**config.mk**
```make
export PLATFORM = sky130hd
export DESIGN_NAME = cpu_wb_arbiter_flat
export DESIGN_NICKNAME = d
export VERILOG_FILES = /design/src/rtl/cpu_wb_arbiter_if.sv /design/src/rtl/cpu_wb_arbiter.sv /design/src/flat_wrapper.sv
export SDC_FILE = /design/constraint.sdc
export NUM_CORES = 1
export LEC_CHECK = 0
export ABC_AREA = 1
export CELL_PAD_IN_SITES_DETAIL_PLACEMENT = 1
export CELL_PAD_IN_SITES_GLOBAL_PLACEMENT = 1
export CORE_ASPECT_RATIO = 1.4
export CORE_UTILIZATION = 28
export CTS_BUF_LIST = sky130_fd_sc_hd__clkbuf_8
export DETAILED_ROUTE_END_ITERATION = 7
export GPL_TIMING_DRIVEN = 0
export HOLD_SLACK_MARGIN = 0.02
export PLACE_DENSITY_LB_ADDON = 0.25
export REMOVE_ABC_BUFFERS = 1
export SLEW_MARGIN = 25
export SYNTH_ARGS = -nofsm -noshare
export SYNTH_HDL_FRONTEND = slang
export SYNTH_SLANG_ARGS = --single-unit
export TNS_END_PERCENT = 50
```
**constraint.sdc**
```tcl
create_clock -name clk -period 3.4 [get_ports clk]
set_input_delay 0.85 -clock clk [delete_from_list [all_inputs] [get_ports clk]]
set_output_delay 0.85 -clock clk [all_outputs]
set_load 0.02 [all_outputs]
```
**src/rtl/cpu_wb_arbiter_if.sv**
```systemverilog
// Writeback-port bundle: ALU, LSU and MDU result channels plus the register-file write port.
interface cpu_wb_arbiter_if #(
    parameter int unsigned XLEN = 32,
    parameter int unsigned IDXW = 5
);
    logic            alu_wen;
    logic [IDXW-1:0] alu_rd;
    logic [XLEN-1:0] alu_dat;
    logic            alu_stall;

    logic            lsu_valid;
    logic            lsu_ready;
    logic [IDXW-1:0] lsu_rd;
    logic [31:0]     lsu_word;
    logic [2:0]      lsu_funct3;
    logic [1:0]      lsu_off;

    logic            mdu_valid;
    logic            mdu_ready;
    logic [IDXW-1:0] mdu_rd;
    logic [XLEN-1:0] mdu_dat;

    logic            rd_wen;
    logic [IDXW-1:0] rd_idx;
    logic [XLEN-1:0] rd_dat;

    modport slave (
        input  alu_wen, alu_rd, alu_dat,
        output alu_stall,
        input  lsu_valid, lsu_rd, lsu_word, lsu_funct3, lsu_off,
        output lsu_ready,
        input  mdu_valid, mdu_rd, mdu_dat,
        output mdu_ready,
        output rd_wen, rd_idx, rd_dat
    );

    modport master (
        output alu_wen, alu_rd, alu_dat,
        input  alu_stall,
        output lsu_valid, lsu_rd, lsu_word, lsu_funct3, lsu_off,
        input  lsu_ready,
        output mdu_valid, mdu_rd, mdu_dat,
        input  mdu_ready,
        input  rd_wen, rd_idx, rd_dat
    );
endinterface

```
**src/rtl/cpu_wb_arbiter.sv**
```systemverilog
// Writeback arbiter: ALU has fixed priority, LSU/MDU share leftover slots round-robin,
// and a starvation counter periodically stalls the ALU so pending loads/mul-div results drain.
module cpu_wb_arbiter #(
    parameter int unsigned XLEN         = 32,
    parameter int unsigned IDXW         = 5,
    parameter int unsigned STARVE_LIMIT = 4
) (
    input logic clk,
    input logic reset_n,
    cpu_wb_arbiter_if.slave bus
);
    localparam logic       GRANT_LSU = 1'b0;
    localparam logic       GRANT_MDU = 1'b1;
    localparam logic [3:0] LIMIT     = 4'(STARVE_LIMIT);

    logic            last_grant;
    logic [3:0]      starve_cnt;
    logic [3:0]      starve_inc;
    logic            lsu_grant;
    logic            mdu_grant;
    logic            lsu_hs;
    logic            mdu_hs;
    logic            any_pending;

    logic [7:0]      load_byte;
    logic [15:0]     load_half;
    logic [XLEN-1:0] load_dat;

    logic            wr_valid;
    logic [IDXW-1:0] wr_idx;
    logic [XLEN-1:0] wr_dat;

    // Ready is purely a function of valids, alu_wen, last_grant and reset.
    always_comb begin
        lsu_grant = 1'b0;
        mdu_grant = 1'b0;
        if (reset_n && !bus.alu_wen) begin
            if (bus.lsu_valid && bus.mdu_valid) begin
                lsu_grant = (last_grant == GRANT_MDU);
                mdu_grant = (last_grant == GRANT_LSU);
            end else begin
                lsu_grant = bus.lsu_valid;
                mdu_grant = bus.mdu_valid;
            end
        end
    end

    assign bus.lsu_ready = lsu_grant;
    assign bus.mdu_ready = mdu_grant;
    assign lsu_hs        = bus.lsu_valid & lsu_grant;
    assign mdu_hs        = bus.mdu_valid & mdu_grant;
    assign any_pending   = bus.lsu_valid | bus.mdu_valid;
    assign starve_inc    = starve_cnt + 4'd1;

    always_comb begin
        case (bus.lsu_off)
            2'd0:    load_byte = bus.lsu_word[7:0];
            2'd1:    load_byte = bus.lsu_word[15:8];
            2'd2:    load_byte = bus.lsu_word[23:16];
            default: load_byte = bus.lsu_word[31:24];
        endcase
        load_half = bus.lsu_off[1] ? bus.lsu_word[31:16] : bus.lsu_word[15:0];
        case (bus.lsu_funct3)
            3'b000:  load_dat = XLEN'($signed(load_byte));
            3'b100:  load_dat = XLEN'(load_byte);
            3'b001:  load_dat = XLEN'($signed(load_half));
            3'b101:  load_dat = XLEN'(load_half);
            default: load_dat = XLEN'($signed(bus.lsu_word));
        endcase
    end

    always_comb begin
        wr_valid = 1'b0;
        wr_idx   = '0;
        wr_dat   = '0;
        if (reset_n && bus.alu_wen) begin
            wr_valid = 1'b1;
            wr_idx   = bus.alu_rd;
            wr_dat   = bus.alu_dat;
        end else if (lsu_hs) begin
            wr_valid = 1'b1;
            wr_idx   = bus.lsu_rd;
            wr_dat   = load_dat;
        end else if (mdu_hs) begin
            wr_valid = 1'b1;
            wr_idx   = bus.mdu_rd;
            wr_dat   = bus.mdu_dat;
        end
    end

    always_ff @(posedge clk) begin
        if (!reset_n) begin
            bus.rd_wen    <= 1'b0;
            bus.rd_idx    <= '0;
            bus.rd_dat    <= '0;
            bus.alu_stall <= 1'b0;
            starve_cnt    <= '0;
            last_grant    <= GRANT_MDU;
        end else begin
            // x0 results are consumed but never written, and leave rd_idx/rd_dat untouched.
            bus.rd_wen <= wr_valid && (wr_idx != '0);
            if (wr_valid && (wr_idx != '0)) begin
                bus.rd_idx <= wr_idx;
                bus.rd_dat <= wr_dat;
            end

            if (lsu_hs) begin
                last_grant <= GRANT_LSU;
            end else if (mdu_hs) begin
                last_grant <= GRANT_MDU;
            end

            bus.alu_stall <= 1'b0;
            if (bus.alu_wen && any_pending) begin
                if (starve_inc == LIMIT) begin
                    starve_cnt    <= '0;
                    bus.alu_stall <= 1'b1;
                end else begin
                    starve_cnt <= starve_inc;
                end
            end else if (lsu_hs || mdu_hs || !any_pending) begin
                starve_cnt <= '0;
            end
        end
    end
endmodule

```
**src/flat_wrapper.sv**
```systemverilog
// flat-port wrapper written by rule: the top's interface ports become plain ports
module cpu_wb_arbiter_flat 
#(
    parameter int unsigned XLEN         = 32,
    parameter int unsigned IDXW         = 5,
    parameter int unsigned STARVE_LIMIT = 4
)
  (clk, reset_n, bus_alu_wen, bus_alu_rd, bus_alu_dat, bus_alu_stall, bus_lsu_valid, bus_lsu_rd, bus_lsu_word, bus_lsu_funct3, bus_lsu_off, bus_lsu_ready, bus_mdu_valid, bus_mdu_rd, bus_mdu_dat, bus_mdu_ready, bus_rd_wen, bus_rd_idx, bus_rd_dat);
  cpu_wb_arbiter_if #(.XLEN(XLEN), .IDXW(IDXW)) bus_i ();
  input logic clk;
  input logic reset_n;
  input wire logic [$bits(bus_i.alu_wen)-1:0] bus_alu_wen;
  input wire logic [$bits(bus_i.alu_rd)-1:0] bus_alu_rd;
  input wire logic [$bits(bus_i.alu_dat)-1:0] bus_alu_dat;
  output wire logic [$bits(bus_i.alu_stall)-1:0] bus_alu_stall;
  input wire logic [$bits(bus_i.lsu_valid)-1:0] bus_lsu_valid;
  input wire logic [$bits(bus_i.lsu_rd)-1:0] bus_lsu_rd;
  input wire logic [$bits(bus_i.lsu_word)-1:0] bus_lsu_word;
  input wire logic [$bits(bus_i.lsu_funct3)-1:0] bus_lsu_funct3;
  input wire logic [$bits(bus_i.lsu_off)-1:0] bus_lsu_off;
  output wire logic [$bits(bus_i.lsu_ready)-1:0] bus_lsu_ready;
  input wire logic [$bits(bus_i.mdu_valid)-1:0] bus_mdu_valid;
  input wire logic [$bits(bus_i.mdu_rd)-1:0] bus_mdu_rd;
  input wire logic [$bits(bus_i.mdu_dat)-1:0] bus_mdu_dat;
  output wire logic [$bits(bus_i.mdu_ready)-1:0] bus_mdu_ready;
  output wire logic [$bits(bus_i.rd_wen)-1:0] bus_rd_wen;
  output wire logic [$bits(bus_i.rd_idx)-1:0] bus_rd_idx;
  output wire logic [$bits(bus_i.rd_dat)-1:0] bus_rd_dat;
  assign bus_i.alu_wen = bus_alu_wen;
  assign bus_i.alu_rd = bus_alu_rd;
  assign bus_i.alu_dat = bus_alu_dat;
  assign bus_alu_stall = bus_i.alu_stall;
  assign bus_i.lsu_valid = bus_lsu_valid;
  assign bus_i.lsu_rd = bus_lsu_rd;
  assign bus_i.lsu_word = bus_lsu_word;
  assign bus_i.lsu_funct3 = bus_lsu_funct3;
  assign bus_i.lsu_off = bus_lsu_off;
  assign bus_lsu_ready = bus_i.lsu_ready;
  assign bus_i.mdu_valid = bus_mdu_valid;
  assign bus_i.mdu_rd = bus_mdu_rd;
  assign bus_i.mdu_dat = bus_mdu_dat;
  assign bus_mdu_ready = bus_i.mdu_ready;
  assign bus_rd_wen = bus_i.rd_wen;
  assign bus_rd_idx = bus_i.rd_idx;
  assign bus_rd_dat = bus_i.rd_dat;
  cpu_wb_arbiter #(.XLEN(XLEN), .IDXW(IDXW), .STARVE_LIMIT(STARVE_LIMIT)) u_core (.clk(clk), .reset_n(reset_n), .bus(bus_i));
endmodule
```
==> flow_results.org <==
** Outcome
- Status :: finished, final reports clean

** Finish
- For this run, the post-layout net count is approximately 780.
- Cells with a size suffix above 1 make up under 10% of the layout.
- For this run, the number of standard cells in the final layout without fillers is slightly below 800.
- Ant diodes :: 0
- The finished cells cover slightly below 5000 µm².
- Cells fill 46.1% of the core in the end.
- Area added between synthesis and finish :: 58.6%
- Number of filler instances in the final layout :: 1381

** Floorplanning
- The floorplan step defined a core boundary enclosing 10500 µm².
- Top-level port count :: approximately 160
- The initial utilization of the core area, before any placement, comes to roughly 29%.
- Area enclosed by the die boundary :: between 10000 and 15000 µm²
- The initialized floorplan defines 44 standard-cell rows.
- Die height :: 126 µm
- Overall die width :: approximately 90 µm

** Place
- After legalization and detailed placement, the total HPWL measured 9.02 mm.
- The congestion estimate from routability-driven global placement came to around 0.79.
- Port-buffer cells :: around 160
- Placed cell count :: between 700 and 800
- Placement-stage cell area :: approximately 4700 µm²

** Clock network
- The clock reaches the later pin of the worst-skew pair after ~0.31 ns.
- Max clock buf depth :: 2
- TritonCTS built the clock tree.
- Htree depth :: 2
- CTS placed an instance of sky130_fd_sc_hd__clkbuf_8 at the clock tree root.
- Counting the buffers created by CTS gives 5.
- After clock tree synthesis, the clock-pin slew on the worst setup and hold paths is roughly 0.080 ns.
- Hold bufs inserted after CTS :: 0
- For this design, the sink count on the clock tree is 44.

** Setup path
- Worst EP required :: roughly 2.6 ns
- Along the worst path, the maximum fanout reaches 33.
- Setup Crit Path Kind :: input port to primary output
- The worst setup path is captured at a primary output.
- Critical path launch point type :: input port
- Crit path arrival time :: about 2.4 ns

** Global routing
- The number of global-route vias before repair was about 4000.
- GRT Overall Usage :: 20.9%
- The initial antenna violation count is 0.
- The first global-routing pass estimated approximately 19 mm of wire.
- Pin count of the biggest net entering global routing :: roughly 70
- Grt ovf :: 0

** STA
- Worst hold slack :: 0.462 ns
- Highest clock rate :: between 300 and 400 MHz
- Final Cycle Share :: between 90 and 100%
- Final setup violation count :: 0
- The worst path needs ~3.3 ns of the cycle, external delays included.
- Setup repair after global routing missed its margin :: no
- The final hold violation count came to 0.
- The number of slew-limit violations in the final report was 0.
- Transition time at the pin with the least slew margin :: around 0.72 ns
- Slew headroom :: 51.9%
- Setup Skew :: between 0.01 and 0.015 ns

** Drt
- The first routing iteration left between 70 and 80 violations.
- Average vias per placed instance :: between 4 and 5
- DRC errors left :: 0
- Total wirelength of the detailed-routed design :: 11.8 mm
- The first detailed-routing pass ran for 4 iterations.
- DR WL/cell :: 14.9 µm
- In this run the remaining antenna-violating nets after routing total 0.
- Across all layers, the routed design uses between 3000 and 4000 vias.

** Synth
- Counting every instance in the synthesized netlist gives between 500 and 600.
- During synthesis, Yosys emitted a total of 0 warnings.
- Sequential elements use between 20% and 30% of the synthesized area.
- Post-synthesis average cell area :: between 5 and 6 µm²
- Cell Area, Synth :: between 3000 and 4000 µm²
- Synthesis instantiated 26 different standard cells from the library.
- Counting flops and latches in the post-synthesis netlist gives between 40 and 50.

** Pwr
- After layout, the design draws a total of approximately 0.0016 W.
- For this design the static power due to leakage is 2.14 nW.
- Highest ir drop seen on vdd :: 0.000210 V
- Power spread over the standard cell area amounts to ~320 nW/µm².

** Flow run
- Number of max-cap violations :: 0

** Min path
- The worst hold path belongs to the class flop to flop.
## synth_stat cells, drive strengths merged
cell type / n / area, µm²
a21oi: 16 / 80.1
buf: 17 / 121
clkbuf: 16 / 61.3
dfxtp: 44 / 881
ha: 1 / 12.5
inv: 31 / 119
nand2: 239 / 905
nand3: 68 / 370
nand4: 13 / 81.3
nor2: 15 / 86.3
nor4: 1 / 6.26
o211ai: 8 / 60.1
o21ai: 25 / 125
o21bai: 3 / 33.8
or2: 17 / 106
xor2: 1 / 8.76
## repair_timing
action	4_1_cts	5_1_grt
setup buffers	0	2
resized for setup	10	1
setup endpoints to repair	2	2
pin swaps	1	1
## where the power goes
group	total (W)	internal (W)	switching, W
combinational	0.000545	0.000273	0.000272
sequential	0.000589	0.000564	0.0000252
clock	0.000416	0.000216	0.000200
## stage by stage
stage,worst slack [ns],TNS [ns]
detailed placement,-0.685,-4.89
global placement,-2.29,-51.16
global route,0.0584,0
floorplan,0.771,0
finish,0.123,0
CTS,0.00877,0
## worst paths after layout
path / to / from / slack [ns] / depth (start not counted)
worst max-delay path: bus_mdu_ready / bus_mdu_valid / 0.12 / 4
worst min-delay path: u_core.bus.rd_dat[9] / u_core.bus.rd_dat[9] / 0.46 / 2
worst max register to register: u_core.bus.rd_dat[20] / u_core.last_grant / 1.13 / 10
worst min register to register: u_core.bus.rd_dat[9] / u_core.bus.rd_dat[9] / 0.46 / 2
## sequential cells by signal, indices dropped and copies added (netlist names)
register and flops:
u_core.bus.alu_stall 1, u_core.bus.rd_dat 32, u_core.bus.rd_idx 5, u_core.bus.rd_wen 1, u_core.last_grant 1, u_core.starve_cnt 4
## critical path: stages
cell	delay (ns)
sky130_fd_sc_hd__clkdlybuf4s50_1	0.69
sky130_fd_sc_hd__nand3_1	0.20
sky130_fd_sc_hd__bufinv_16	0.32
sky130_fd_sc_hd__dlygate4sd2_1	0.36
## layout by cell type (no fill, tap or decap), types with 6 or more instances in the layout
| cell | instances |
|---|---|
| sky130_fd_sc_hd__a21oi_1 | 15 |
| sky130_fd_sc_hd__clkdlybuf4s50_1 | 156 |
| sky130_fd_sc_hd__dfxtp_1 | 44 |
| sky130_fd_sc_hd__inv_1 | 28 |
| sky130_fd_sc_hd__nand2_1 | 237 |
| sky130_fd_sc_hd__nand3_1 | 65 |
| sky130_fd_sc_hd__nand4_1 | 13 |
| sky130_fd_sc_hd__nor2_1 | 11 |
| sky130_fd_sc_hd__o211ai_1 | 8 |
| sky130_fd_sc_hd__o21ai_0 | 25 |
| sky130_fd_sc_hd__or2_0 | 11 |
| sky130_fd_sc_hd__or2_1 | 6 |
## area by class of cell
cell class	count	area [µm²]	share of cell area, %
clock inverters	3	38.8	0.800
well taps	138	173	3.56
clock buffers	5	68.8	1.42
repair buffers	165	1660	34.2
multi-input cells	407	1880	38.8
inverters	31	150	3.10
flip-flops and latches	44	881	18.2
## kinds of logic (layout without fill, tap and decap cells)
group,after synthesis,after routing,share of synthesized area [%]
AO/OA/AOI/OAI,52,52,9.78
XOR/XNOR,1,1,0.286
adder cells (fa/ha/maj),1,1,0.409
buffers and inverters,64,204,9.86
flip-flops,44,44,28.8
AND/OR/NAND/NOR,353,353,50.9
## layer usage
metal,GRT usage [%],share of wire (%)
met3,3.20,3.8
met4,6.36,1.7
met2,41.7,55
met5,0,0
met1,22.2,39
No activity file was read; power rests on OpenSTA's default activity.
